$ cat src/rtl/spi_debug_pkg.sv
// Shared constants and state encoding for the SPI debug write bridge.
package spi_debug_pkg;

    localparam int SPI_WORD = 16;
    localparam logic [SPI_WORD-1:0] ID_WORD_DEFAULT = 16'hA55A;

    // Bit positions of the conditioned pins in the synchronizer array
    localparam int SYNC_MOSI = 0;
    localparam int SYNC_CLK  = 1;
    localparam int SYNC_CS   = 2;
    localparam int NUM_SYNC  = 3;

    typedef enum logic [1:0] {
        WAIT_CS = 2'd0,
        IDLE    = 2'd1,
        ADDR    = 2'd2,
        DATA    = 2'd3
    } state_e;

endpackage

$ cat src/rtl/spi_debug_bridge_sync_edge.sv
// Two-flop synchronizer with a history flop for single-cycle edge pulses.
module sync_edge #(
    parameter logic RST_VAL = 1'b0
) (
    input  logic clk,
    input  logic reset_n,
    input  logic din,
    output logic level,
    output logic rise,
    output logic fall
);

    logic meta;
    logic hist;

    always_ff @(posedge clk) begin
        if (!reset_n) begin
            meta  <= RST_VAL;
            level <= RST_VAL;
            hist  <= RST_VAL;
        end else begin
            meta  <= din;
            level <= meta;
            hist  <= level;
        end
    end

    assign rise = level & ~hist;
    assign fall = ~level & hist;

endmodule

$ cat src/rtl/spi_debug_bridge.sv
// SPI mode-0 slave that turns an address word plus streamed data words into
// single-cycle memory write strobes, echoing each data word back on MISO.
module spi_debug_bridge
    import spi_debug_pkg::*;
#(
    parameter int                AWIDTH  = 16,
    parameter int                DWIDTH  = SPI_WORD,
    parameter logic [DWIDTH-1:0] ID_WORD = ID_WORD_DEFAULT
) (
    input  logic              clk,
    input  logic              reset_n,
    input  logic              spi_mosi,
    input  logic              spi_clk,
    input  logic              spi_cs,
    output logic              spi_miso,
    output logic [AWIDTH-1:0] wr_addr,
    output logic [DWIDTH-1:0] wr_data,
    output logic              wr_en,
    output logic              active
);

    localparam int               CW   = $clog2(DWIDTH);
    localparam logic [CW-1:0]    LAST = CW'(DWIDTH - 1);
    localparam logic [NUM_SYNC-1:0] SYNC_RST = NUM_SYNC'(1) << SYNC_CS;

    logic [NUM_SYNC-1:0] pin_raw;
    logic [NUM_SYNC-1:0] pin_lvl;
    logic [NUM_SYNC-1:0] pin_rise;
    logic [NUM_SYNC-1:0] pin_fall;

    assign pin_raw = {spi_cs, spi_clk, spi_mosi};

    for (genvar i = 0; i < NUM_SYNC; i++) begin : g_sync
        sync_edge #(.RST_VAL(SYNC_RST[i])) u_sync (
            .clk     (clk),
            .reset_n (reset_n),
            .din     (pin_raw[i]),
            .level   (pin_lvl[i]),
            .rise    (pin_rise[i]),
            .fall    (pin_fall[i])
        );
    end

    logic cs_lvl, mosi_lvl, sclk_rise, sclk_fall;
    assign cs_lvl    = pin_lvl[SYNC_CS];
    assign mosi_lvl  = pin_lvl[SYNC_MOSI];
    assign sclk_rise = pin_rise[SYNC_CLK];
    assign sclk_fall = pin_fall[SYNC_CLK];

    logic sync_unused;
    assign sync_unused = ^{pin_rise[SYNC_CS], pin_fall[SYNC_CS],
                           pin_rise[SYNC_MOSI], pin_fall[SYNC_MOSI], pin_lvl[SYNC_CLK]};

    state_e            state;
    logic [1:0]        settle;
    logic [CW-1:0]     bit_cnt;
    logic [DWIDTH-1:0] rx;
    logic [DWIDTH-1:0] tx;
    logic [AWIDTH-1:0] addr_reg;
    logic [DWIDTH-1:0] rx_next;

    assign rx_next = {rx[DWIDTH-2:0], mosi_lvl};

    always_ff @(posedge clk) begin
        if (!reset_n) begin
            state    <= WAIT_CS;
            settle   <= '0;
            bit_cnt  <= '0;
            rx       <= '0;
            tx       <= '0;
            addr_reg <= '0;
            spi_miso <= 1'b0;
            wr_addr  <= '0;
            wr_data  <= '0;
            wr_en    <= 1'b0;
            active   <= 1'b0;
        end else begin
            wr_en <= 1'b0;
            case (state)
                // Synchronizer flops hold their reset value for a few cycles;
                // let them fill with the real pin before trusting cs high.
                WAIT_CS: begin
                    active <= 1'b0;
                    if (settle != 2'd3)
                        settle <= settle + 2'd1;
                    else if (cs_lvl)
                        state <= IDLE;
                end
                // tx holds the bits still to go; the MSB is driven immediately.
                IDLE: begin
                    active <= 1'b0;
                    if (!cs_lvl) begin
                        state    <= ADDR;
                        active   <= 1'b1;
                        bit_cnt  <= '0;
                        tx       <= {ID_WORD[DWIDTH-2:0], 1'b0};
                        spi_miso <= ID_WORD[DWIDTH-1];
                    end
                end
                ADDR, DATA: begin
                    if (sclk_rise) begin
                        rx <= rx_next;
                        if (bit_cnt == LAST) begin
                            bit_cnt <= '0;
                            if (state == ADDR) begin
                                addr_reg <= AWIDTH'(rx_next);
                                state    <= DATA;
                            end else begin
                                wr_addr  <= addr_reg;
                                wr_data  <= rx_next;
                                wr_en    <= 1'b1;
                                addr_reg <= addr_reg + AWIDTH'(1);
                                tx       <= rx_next;
                            end
                        end else begin
                            bit_cnt <= bit_cnt + CW'(1);
                        end
                    end else if (sclk_fall) begin
                        spi_miso <= tx[DWIDTH-1];
                        tx       <= tx << 1;
                    end
                    // A word finishing in this same cycle still commits above.
                    if (cs_lvl) begin
                        state    <= IDLE;
                        active   <= 1'b0;
                        spi_miso <= 1'b0;
                    end
                end
                default: state <= WAIT_CS;
            endcase
        end
    end

endmodule

$ cat config.mk
export PLATFORM = sky130hd
export DESIGN_NAME = spi_debug_bridge
export DESIGN_NICKNAME = d
export VERILOG_FILES = /design/src/rtl/spi_debug_pkg.sv /design/src/rtl/spi_debug_bridge_sync_edge.sv /design/src/rtl/spi_debug_bridge.sv
export SDC_FILE = /design/constraint.sdc
export NUM_CORES = 1
export LEC_CHECK = 0
export ABC_CLOCK_PERIOD_IN_PS = 2500
export CAP_MARGIN = 0
export CORE_UTILIZATION = 42
export DETAILED_ROUTE_END_ITERATION = 10
export PLACE_DENSITY = 0.61
export SYNTH_ARGS = -nofsm -noshare
export SYNTH_HDL_FRONTEND = slang
export SYNTH_HIERARCHICAL = 1
export SYNTH_SLANG_ARGS = --single-unit
export TNS_END_PERCENT = 5
$ cat constraint.sdc
create_clock -name clk -period 2.5 [get_ports clk]
set_clock_uncertainty 0.2 [all_clocks]
set_input_delay 0.25 -clock clk [delete_from_list [all_inputs] [get_ports clk]]
set_output_delay 0.25 -clock clk [all_outputs]
set_load 0.03 [all_outputs]
==> impl_metrics.json, run 1 <==
{
  "status": "completed",
  "rsz0062_at_grt": "no",
  "totalWireLength_mm": 9.89,
  "cts_tree": "done",
  "endpoint_kind": "register",
  "core_um2": 9370,
  "finish.net_count": 553,
  "gp_congestion": 0.850,
  "fillers": 940,
  "peakVddDrop_mv": 0.277,
  "worstSetupStartpointType": "register",
  "clock_path_buffers": 2,
  "finalHoldViolations": 0,
  "place_ws_ps": 476,
  "drt_drc_violations_left": 0,
  "slew_headroom_pct": 62.9,
  "p_leak_uw": 0.00172,
  "syn-cell-area_um2": 4130,
  "switching_share_pct": 23.0,
  "arrival_ps": 2170,
  "areaGrowthSynthToFinish_pct": 18.3,
  "dr.pass1.iters": 4,
  "period_needed_ps": 2050,
  "dr.first_iter.drc_count": 175,
  "worst-setup-path-type": "reg -> reg",
  "grt.overflow.total": 0,
  "io_pins": 40,
  "cp_max_fo": 10,
  "via_count": 3603,
  "post-place-cells": 663,
  "fp.dieW_um": 101,
  "grt_pass1_vias": 3436,
  "fin_crit_sh_pct": 82.2,
  "antenna_found_initial": 0,
  "clkPwrFrac_pct": 37.9,
  "die_y_um": 101,
  "clock.fmax_ghz": 0.487,
  "drive_above_1_share_pct": 9.27,
  "cts_resized": 0,
  "power_frac_seq_pct": 57.2,
  "clkSlewWorstSetupHoldPaths_ps": 90,
  "io_buffer_count": 39,
  "p_per_area_nw_per_um2": 572,
  "cap_violations": 0,
  "cts_buffers": 9,
  "final-setup-viol-count": 0,
  "initial_utilization_pct": 44.1,
  "grt_pass1_wl_mm": 16.7,
  "viasPerCell": 5.31,
  "utilization_pct": 52.2,
  "p_int_uw": 2150,
  "wl_per_cell_um": 14.6,
  "cts_hold_buf": 0,
  "synthCells": 512,
  "n_antenna_cell": 0,
  "clock-sinks": 97,
  "p_sw_uw": 642,
  "worst_slew_pin_slew_ps": 555,
  "clkLatencyLatePin_ps": 360,
  "finalNonFillerCells": 679,
  "fin_ws_ps": 446,
  "setup-tns-final_ps": 0,
  "grt_max_degree": 42,
  "htree_levels": 3,
  "pwr-share-comb_pct": 4.9,
  "worstPathRequired_ps": 2610,
  "track_usage_pct": 20.9,
  "antenna_left": 0,
  "yosysWarningCount": 6,
  "rows": 35,
  "synth_fp_nets": 520,
  "syn_area_per_cell_um2": 8.07,
  "dp_hpwl_mm": 6.88,
  "root_buffer": "clkbuf_8",
  "final_max_slew_viol_count": 0,
  "cts_setup_buffers": 0,
  "dieArea_um2": 10200,
  "hold_path.class": "reg -> reg"
}
## stage by stage
step                      cell area (µm²)  hold WS, ps  total power, µW
after floorplan                      4130          123             1730
after global placement               4680          191             1770
after detailed placement             4680          200             1770
after CTS                            4890          223             2820
after global routing                 4890          232             2910
final                                4890          217             2790
## per-layer routing
metal  part of all wire (%)  track usage [%]  wire length, µm  up-vias
li1                       -                -                -     1820
met5                      0                0                0        -
met4                   0.88             6.24               87        0
met1                     46             27.4             4600     1697
met2                     49             35.2             4800       79
met3                    4.1             3.73              409        7
## critical path: stages (launching register included)
cell     delay [ps]
dfxtp_1         430
nand4_2         260
or4_1           510
or4_1           510
nand3_1          90
## path summary, 6_finish.rpt
kind / startpoint / end / slack, ps / depth (start not counted)
setup reg to reg: addr_reg[2] / addr_reg[15] / 450 / 4
hold / removal: g_sync[2].u_sync/meta / g_sync[2].u_sync/level / 220 / 1
setup / recovery: addr_reg[2] / addr_reg[15] / 450 / 4
hold reg to reg: g_sync[2].u_sync/meta / g_sync[2].u_sync/level / 220 / 1
## area by class of cell
| cell class | count | area (µm²) | share of cell area [%] |
|---|---|---|---|
| tap | 129 | 161 | 3.30 |
| sequential | 97 | 1940 | 39.7 |
| inverter | 10 | 37.5 | 0.768 |
| clock inverter | 4 | 51.3 | 1.05 |
| clock buffer | 12 | 155 | 3.17 |
| timing repair buffer | 57 | 526 | 10.7 |
| multi-input combinational | 370 | 2020 | 41.2 |
## layout by cell type, fill, tap and decap left out, drive strengths merged, types with 6 or more instances in the layout
cell and n:
a21oi 65, and2 8, buf 18, clkbuf 12, clkdlybuf4s50 39, dfxtp 97
inv 10, mux2 14, mux2i 20, nand2 135, nand3 10, nand4 6
nor2 20, nor3 14, o21ai 21
## power groups by stage
stage	sequential (µW)	combinational, µW	clock, µW
after floorplan	1630	107	0
after global placement	1630	134	0
after detailed placement	1630	139	0
after CTS	1600	139	1080
after global routing	1600	159	1150
final	1600	138	1060
No activity file was read; power rests on OpenSTA's default activity.
==> run 2, diff against run 1 <==
--- a/config.mk
+++ b/config.mk
@@ -5,7 +5,7 @@
 export SDC_FILE = /design/constraint.sdc
 export NUM_CORES = 1
 export LEC_CHECK = 0
-export ABC_CLOCK_PERIOD_IN_PS = 2500
+export ABC_CLOCK_PERIOD_IN_PS = 1940
 export CAP_MARGIN = 0
 export CORE_UTILIZATION = 42
 export DETAILED_ROUTE_END_ITERATION = 10
==> constraint.sdc (replaced) <==
create_clock -name clk -period 1.94 [get_ports clk]
set_clock_uncertainty 0.2 [all_clocks]
set_input_delay 0.194 -clock clk [delete_from_list [all_inputs] [get_ports clk]]
set_output_delay 0.194 -clock clk [all_outputs]
set_load 0.03 [all_outputs]
==> impl_metrics.json, run 2 (synthesized netlist as in run 1, its figures left out) <==
{
  "cts_tree": "done",
  "io_buffer_count": 39,
  "track_usage_pct": 21.5,
  "via_count": 3654,
  "areaGrowthSynthToFinish_pct": 24.5,
  "final-setup-viol-count": 0,
  "rsz0062_at_grt": "yes",
  "cts_buffers": 9,
  "r2r_setup_slack_ps": 70,
  "most-common-layout-cells": "134 x nand2_1, 97 x dfxtp_1, 65 x a21oi_1",
  "p_per_area_nw_per_um2": 697,
  "gp_congestion": 0.787,
  "initial_utilization_pct": 44.1,
  "place_ws_ps": 40.8,
  "dr.pass1.iters": 4,
  "p_leak_uw": 0.00185,
  "grt.overflow.total": 0,
  "fin_crit_sh_pct": 96.6,
  "clkSlewWorstSetupHoldPaths_ps": 90,
  "rows": 35,
  "fin_ws_ps": 65.2,
  "root_buffer": "clkbuf_8",
  "antenna_left": 0,
  "status": "completed",
  "clock-sinks": 97,
  "hold-path-cell-count": 2,
  "slew_headroom_pct": 74.0,
  "final_common_cell": "nand2_1",
  "drt_drc_violations_left": 0,
  "dieArea_um2": 10200,
  "arrival_ps": 1970,
  "dp_hpwl_mm": 6.95,
  "core_um2": 9370,
  "dr.first_iter.drc_count": 178,
  "fp.dieW_um": 101,
  "worst-setup-path-type": "reg -> reg",
  "worstPathRequired_ps": 2030,
  "grt_pass1_wl_mm": 17.2,
  "holdPathEnd": "g_sync[2].u_sync/meta",
  "finalHoldViolations": 0,
  "min_from": "spi_cs",
  "peakVddDrop_mv": 0.444,
  "clkLatencyLatePin_ps": 360,
  "htree_levels": 3,
  "antenna_found_initial": 0,
  "cts_hold_buf": 0,
  "final_max_slew_viol_count": 0,
  "n_antenna_cell": 0,
  "hold_path.class": "in -> reg",
  "totalWireLength_mm": 10.0,
  "endpoint_kind": "register",
  "cap_violations": 0,
  "utilization_pct": 54.9,
  "r2r-end": "addr_reg[15]",
  "reg2regPathDepth": 4,
  "worst_slew_pin_slew_ps": 391,
  "period_needed_ps": 1870,
  "drive_above_1_share_pct": 14.2,
  "worstSetupStartpointType": "register",
  "grt_max_degree": 68,
  "cp_max_fo": 2,
  "die_y_um": 101,
  "timing.rr.start": "addr_reg[6]",
  "viasPerCell": 5.22,
  "clock_path_buffers": 2,
  "fillers": 925,
  "finish.net_count": 574,
  "clock.fmax_ghz": 0.533,
  "io_pins": 40,
  "grt_pass1_vias": 3536,
  "wl_per_cell_um": 14.3
}
[run 2: stage by stage]
step | hold WS, ps | std cells | instance area (µm²) | total power [µW] | setup TNS (ps)
floorplan | 67.0 | 512 | 4140 | 2240 | 0
global placement | 191 | 683 | 4900 | 2290 | 0
detailed placement | 196 | 683 | 4900 | 2300 | 0
CTS | 168 | 699 | 5100 | 3630 | 0
global route | 195 | 700 | 5140 | 3750 | -8.69
finish | 188 | 700 | 5140 | 3580 | 0
[run 2: layer usage]
| layer | wire length (µm) | global-route usage, % | part of all wire, % | vias up |
|---|---|---|---|---|
| met1 | 4720 | 28.0 | 47 | 1711 |
| met4 | 207 | 7.47 | 2.1 | 0 |
| met3 | 342 | 4.42 | 3.4 | 13 |
| li1 | - | - | - | 1863 |
| met5 | 0 | 0 | 0 | - |
| met2 | 4740 | 35.6 | 47 | 67 |
[run 2: worst max-delay path by stage]
stage / startpoint / to / slack (ps) / cells after the start
floorplan: bit_cnt[0] / addr_reg[15] / 20 / 6
global placement: g_sync[1].u_sync/level / addr_reg[9] / 50 / 7
detailed placement: g_sync[1].u_sync/level / addr_reg[9] / 40 / 7
CTS: g_sync[1].u_sync/level / addr_reg[9] / 2 / 7
global route: g_sync[1].u_sync/level / addr_reg[9] / -5 / 7
finish: addr_reg[6] / addr_reg[15] / 70 / 4
[run 2: report_power, final]
part	internal (µW)	switching [µW]	total [µW]	leakage [µW]
combinational	89.7	104	194	0.000966
clock	639	695	1330	0.0000962
sequential	2030	29.9	2060	0.000783
[run 2: cell type report]
class | count | area, µm² | area share, %
clock buffers | 11 | 141 | 2.75
multi-input cells | 370 | 2050 | 39.9
well taps | 129 | 161 | 3.14
flip-flops and latches | 97 | 1940 | 37.7
repair buffers | 78 | 749 | 14.6
clock inverters | 5 | 62.6 | 1.22
inverters | 10 | 37.5 | 0.730
[run 2: timing repair]
item | CTS | global route
setup buffers | 0 | 1
gates resized for setup | 0 | 9
endpoints found under the setup margin | 0 | 47
[run 2: critical path, cell delays in order, from the launching register on]
cell and delay, ps:
dfxtp_1 340, nand4_1 130, or4_4 550, or4_1 510
nand3_1 100
